--- src/rtl/g15_key_conditioner.sv ---
// Contact conditioner: synchronize, debounce and edge-detect N_CH keys, then pick one key at a time
// through a two-state interlock. "release" is a reserved word, so the release pulses are on port rel.
module g15_key_conditioner #(
    parameter int unsigned      N_CH        = 18,
    parameter int unsigned      DEBOUNCE_MS = 5,
    parameter logic [N_CH-1:0]  INVERT      = '0,
    parameter int unsigned      IW          = $clog2(N_CH)
) (
    input  logic            CLOCK,
    input  logic            rst,
    input  logic            tick_ms,
    input  logic [N_CH-1:0] raw_in,
    input  logic            ovr_clr,
    output logic [N_CH-1:0] stable,
    output logic [N_CH-1:0] press,
    output logic [N_CH-1:0] rel,
    output logic            any_key,
    output logic            key_valid,
    output logic [IW-1:0]   key_code,
    output logic            key_held,
    output logic            multi,
    output logic            overrun
);

    localparam logic [0:0] IDLE = 1'b0;
    localparam logic [0:0] HELD = 1'b1;

    logic [N_CH-1:0] sync_q1;
    logic [N_CH-1:0] sync_q2;
    logic [N_CH-1:0] stable_prev;

    always_ff @(posedge CLOCK) begin
        if (rst) begin
            sync_q1 <= '0;
            sync_q2 <= '0;
        end else begin
            sync_q1 <= raw_in ^ INVERT;
            sync_q2 <= sync_q1;
        end
    end

    if (DEBOUNCE_MS == 0) begin : g_bypass
        always_ff @(posedge CLOCK) begin
            if (rst) begin
                stable <= '0;
            end else begin
                stable <= sync_q2;
            end
        end
    end else begin : g_debounce
        localparam int unsigned     CW       = $clog2(DEBOUNCE_MS + 1);
        localparam logic [CW-1:0]   CNT_LAST = CW'(DEBOUNCE_MS - 1);

        logic [CW-1:0] cnt_q [N_CH];

        // A channel's counter only advances on ticks while its synchronized level disagrees.
        always_ff @(posedge CLOCK) begin
            if (rst) begin
                for (int i = 0; i < int'(N_CH); i++) begin
                    cnt_q[i] <= '0;
                end
                stable <= '0;
            end else begin
                for (int i = 0; i < int'(N_CH); i++) begin
                    if (sync_q2[i] == stable[i]) begin
                        cnt_q[i] <= '0;
                    end else if (tick_ms) begin
                        if (cnt_q[i] == CNT_LAST) begin
                            stable[i] <= sync_q2[i];
                            cnt_q[i]  <= '0;
                        end else begin
                            cnt_q[i] <= cnt_q[i] + CW'(1);
                        end
                    end
                end
            end
        end
    end

    always_ff @(posedge CLOCK) begin
        if (rst) begin
            stable_prev <= '0;
            press       <= '0;
            rel         <= '0;
            any_key     <= 1'b0;
        end else begin
            stable_prev <= stable;
            press       <= stable & ~stable_prev;
            rel         <= ~stable & stable_prev;
            any_key     <= |stable;
        end
    end

    function automatic logic [IW-1:0] lowest_index(input logic [N_CH-1:0] v);
        logic [IW-1:0] idx;
        idx = '0;
        for (int i = int'(N_CH) - 1; i >= 0; i--) begin
            if (v[i]) begin
                idx = IW'(i);
            end
        end
        return idx;
    endfunction

    logic [0:0]      state_q;
    logic [IW-1:0]   held_q;
    logic [N_CH-1:0] held_mask;
    logic            held_rel;
    logic [N_CH-1:0] others;
    logic [N_CH-1:0] cand;
    logic            accept;
    logic            ovr_set;

    always_comb begin
        held_mask = '0;
        held_mask = N_CH'(1) << held_q;
        held_rel  = |(rel & held_mask);
        others    = press & ~held_mask;
        cand      = '0;
        ovr_set   = 1'b0;
        if (state_q == IDLE) begin
            cand = press;
        end else if (held_rel) begin
            // Release of the held key hands over to a simultaneous press without overrun.
            cand = others;
        end else begin
            ovr_set = |others;
        end
        accept = |cand;
    end

    always_ff @(posedge CLOCK) begin
        if (rst) begin
            state_q   <= IDLE;
            held_q    <= '0;
            key_code  <= '0;
            key_valid <= 1'b0;
            multi     <= 1'b0;
            overrun   <= 1'b0;
        end else begin
            key_valid <= accept;
            multi     <= accept && |(cand & (cand - N_CH'(1)));
            if (accept) begin
                state_q  <= HELD;
                held_q   <= lowest_index(cand);
                key_code <= lowest_index(cand);
            end else if (state_q == HELD && held_rel) begin
                state_q <= IDLE;
            end
            if (ovr_set) begin
                overrun <= 1'b1;
            end else if (ovr_clr) begin
                overrun <= 1'b0;
            end
        end
    end

    assign key_held = (state_q == HELD);

endmodule
--- config.mk ---
export PLATFORM = sky130hd
export DESIGN_NAME = g15_key_conditioner
export DESIGN_NICKNAME = d
export VERILOG_FILES = /design/src/rtl/g15_key_conditioner.sv
export SDC_FILE = /design/constraint.sdc
export NUM_CORES = 1
export LEC_CHECK = 0
export CAP_MARGIN = 20
export CORE_MARGIN = 10
export CORE_UTILIZATION = 50
export CTS_CLUSTER_SIZE = 12
export DETAILED_ROUTE_END_ITERATION = 12
export PLACE_DENSITY = 0.7
export SLEW_MARGIN = 20
export SYNTH_ARGS = -nofsm -noshare
export SYNTH_HDL_FRONTEND = slang
export SYNTH_SLANG_ARGS = --single-unit
--- constraint.sdc ---
create_clock -name CLOCK -period 4.3 [get_ports CLOCK]
set_input_delay 0.86 -clock CLOCK [delete_from_list [all_inputs] [get_ports CLOCK]]
set_output_delay 0.86 -clock CLOCK [all_outputs]
set_load 0.02 [all_outputs]
==> load_flow_metrics.sql <==
INSERT INTO impl_metrics (metric_group, metric, value, unit) VALUES
('floorplanning', 'num_rows', '46', ''),
('drt', 'wl_per_cell', '19.0', 'µm'),
('power', 'power_switching', '0.000801', 'W'),
('timing', 'tightestPinTransition', '861', 'ps'),
('synthesis', 'synth-simple-area-share', '0.245', ''),
('timing', 'slew_violations', '0', ''),
('worst_setup_path', 'reg2reg_from', 'held_q[2]', ''),
('clock_tree', 'clock_tree.buffer_depth', '2', ''),
('layout', 'finish.utilization', '0.610', ''),
('worst_setup_path', 'timing.critical_path.required', '4640', 'ps'),
('clock_tree', 'cts-buffers-inserted', '17', ''),
('power', 'cellLeakagePower', '3.95', 'nW'),
('power', 'p_per_area', '345', 'nW/µm²'),
('worst_setup_path', 'timing.rr.end', 'held_q[1]', ''),
('worst_setup_path', 'worstSetupPathType', 'flip-flop to flip-flop', ''),
('worst_hold_path', 'start_point_of_the_worst_hold_path', 'stable_prev[10]', ''),
('clock_tree', 'post_cts.resized_instances', '0', ''),
('clock_tree', 'clk_latency', '430', 'ps'),
('drt', 'vias_per_cell', '5.54', ''),
('worst_setup_path', 'r2r.worst_path.cells', '7', ''),
('layout', 'mostFrequentLayoutCell', 'dfxtp_1', ''),
('layout', 'multi_input_area', '3720', 'µm²'),
('layout', 'layout.cells.most_common_list', 'dfxtp_1, nor2b_1, clkdlybuf4s50_1', ''),
('clock_tree', 'cts_hold_buf', '0', ''),
('floorplanning', 'fp.dieH', '147', 'µm'),
('worst_setup_path', 'timing.critical_path.arrival', '3290', 'ps'),
('synthesis', 'synth_seq_area_share', '0.498', ''),
('drt', 'detailedRoute.firstIterationViolations', '425', ''),
('grt', 'globalRouteTotalUtil', '0.194', ''),
('grt', 'total_grt_overflow', '0', ''),
('timing', 'layout_min_cycle_time', '2940', 'ps'),
('timing', 'finalClockSkew', '11.1', 'ps'),
('power', 'sw_frac_of_total', '0.241', ''),
('synthesis', 'post_synth.cell_area_avg', '10.3', 'µm²'),
('floorplanning', 'top_level_ports', '86', ''),
('floorplanning', 'die_w', '147', 'µm'),
('layout', 'antennaDiodeCount', '0', ''),
('clock_tree', 'clock_tree.htree_level_count', '4', ''),
('layout', 'area.sequential', '3980', 'µm²'),
('power', 'register_share_of_total_power', '0.516', ''),
('clock_tree', 'cts.reportedPaths.clkPinSlew', '70', 'ps'),
('clock_tree', 'root_buffer_cell', 'clkbuf_16', ''),
('drt', 'drt_wl_total', '20.7', 'mm'),
('synthesis', 'post_synth_instance_area', '8000', 'µm²'),
('synthesis', 'synth_edf_count', '54', ''),
('synthesis', 'syn-num-nets', '832', ''),
('clock_tree', 'postCtsSetupRepairBufs', '0', ''),
('worst_setup_path', 'ff2ff_setup_slack', '1360', 'ps'),
('synthesis', 'xor_xnor_cell_area_share_of_the_yosys_netlist', '0.0197', ''),
('synthesis', 'post-synth-top-area-fraction', '0.295', ''),
('floorplanning', 'fp.dieArea', '21500', 'µm²'),
('grt', 'first_global_vias', '6295', ''),
('clock_tree', 'tritoncts', 'done', ''),
('power', 'clock_power_share', '0.447', ''),
('synthesis', 'async_reset_ff_frac', '0', ''),
('synthesis', 'ys_ff_latch', '172', ''),
('job', 'maxCapViolCount', '0', ''),
('worst_hold_path', 'worstHoldPathCells', '1', ''),
('timing', 'finalSetupViolCount', '0', ''),
('grt', 'grt_max_degree', '55', ''),
('synthesis', 'synth_top_area_cell', 'dfxtp_1', ''),
('timing', 'setup-tns-final', '0', 'ps'),
('synthesis', 'synth-compound-area-share', '0.0821', ''),
('power', 'p_int', '0.00252', 'W'),
('outcome', 'result_of_the_run', 'finished, final reports clean', ''),
('drt', 'drc', '0', ''),
('place', 'place.gp.congestion', '0.892', ''),
('worst_hold_path', 'hold_removal_path_class', 'flip-flop to flip-flop', ''),
('layout', 'final_net_count', '916', ''),
('grt', 'grt_first_pass_wirelength', '33.4', 'mm'),
('power', 'comb_power_share', '0.037', '');
power groups by stage:
stage	clock network [W]	registers [W]	logic (W)
global route	0.00158	0.00172	0.000139
global placement	0	0.00175	0.000118
finish	0.00148	0.00171	0.000124
detailed placement	0	0.00175	0.000124
floorplan	0	0.00174	0.0000777
CTS	0.00151	0.00171	0.000125
logic make-up after synthesis:
| group | Yosys count |
|---|---|
| adders and majority gates | 36 |
| xor gates and xnor gates | 18 |
| AOI/OAI and AO/OA | 90 |
| buffers and inverters | 70 |
| and+or+nand+nor | 344 |
| DFF | 172 |
| muxes | 44 |
Yosys cell counts (8+ instances only):
cell and n:
nor3b_1 23, inv_1 43, and3_1 36, nand3_1 26
nor2b_1 93, nor3_1 8, nor2_1 55, xor2_1 18
ha_1 36, dfxtp_1 118, nand2_1 45, o21ai_0 16
clkbuf_1 11, mux2i_1 37, edfxtp_1 54, and2_1 19
a21oi_1 14
area by class of cell:
cell class,count,area share
Clock buffer,17,0.0442
Inverter,43,0.0168
Clock inverter,15,0.0160
Multi-Input combinational cell,532,0.387
Sequential cell,172,0.414
Timing Repair Buffer,92,0.0937
Tap cell,216,0.0281
sequential cells by signal, summed over array words and instances (netlist names):
| register | flops |
|---|---|
| g_debounce.cnt_q | 54 |
| press | 18 |
| rel | 18 |
| stable | 18 |
| stable_prev | 18 |
| sync_q1 | 18 |
| sync_q2 | 18 |
| held_q | 5 |
| any_key | 1 |
| key_held | 1 |
| key_valid | 1 |
| multi | 1 |
| overrun | 1 |
critical path, cell delays in order (launching register included):
cell and delay (ps):
dfxtp_1 880, nand4b_2 290, a211oi_2 380, o211ai_1 210, or4b_4 610, a21boi_4 250, nand2_1 80, a21oi_1 160
metrics by stage:
step	cells	worst slack, ps	hold slack [ps]	total power, W	area [µm²]
finish	1087	1360	408	0.00332	9610
global route	1087	1100	423	0.00344	9610
CTS	1087	1390	409	0.00335	9610
detailed placement	1055	1430	397	0.00187	9030
global placement	1055	1420	389	0.00187	9030
floorplan	774	1930	383	0.00182	8000
per-layer routing:
metal,vias to the layer above,track usage,part of all wire
met4,0,0.0861,0.035
met1,2926,0.232,0.43
met2,181,0.326,0.49
li1,2867,-,-
met3,43,0.0436,0.053
met5,-,0,0
how the worst max path moves through the flow:
| stage | startpoint | to | cells after the start |
|---|---|---|---|
| after global placement | held_q[2] | held_q[0] | 7 |
| after CTS | held_q[2] | key_code[2] | 1 |
| final | held_q[2] | held_q[1] | 7 |
| after global routing | held_q[2] | held_q[2] | 7 |
| after detailed placement | held_q[2] | held_q[0] | 7 |
| after floorplan | held_q[0] | held_q[0] | 9 |
(Power assumes the default switching activity.)
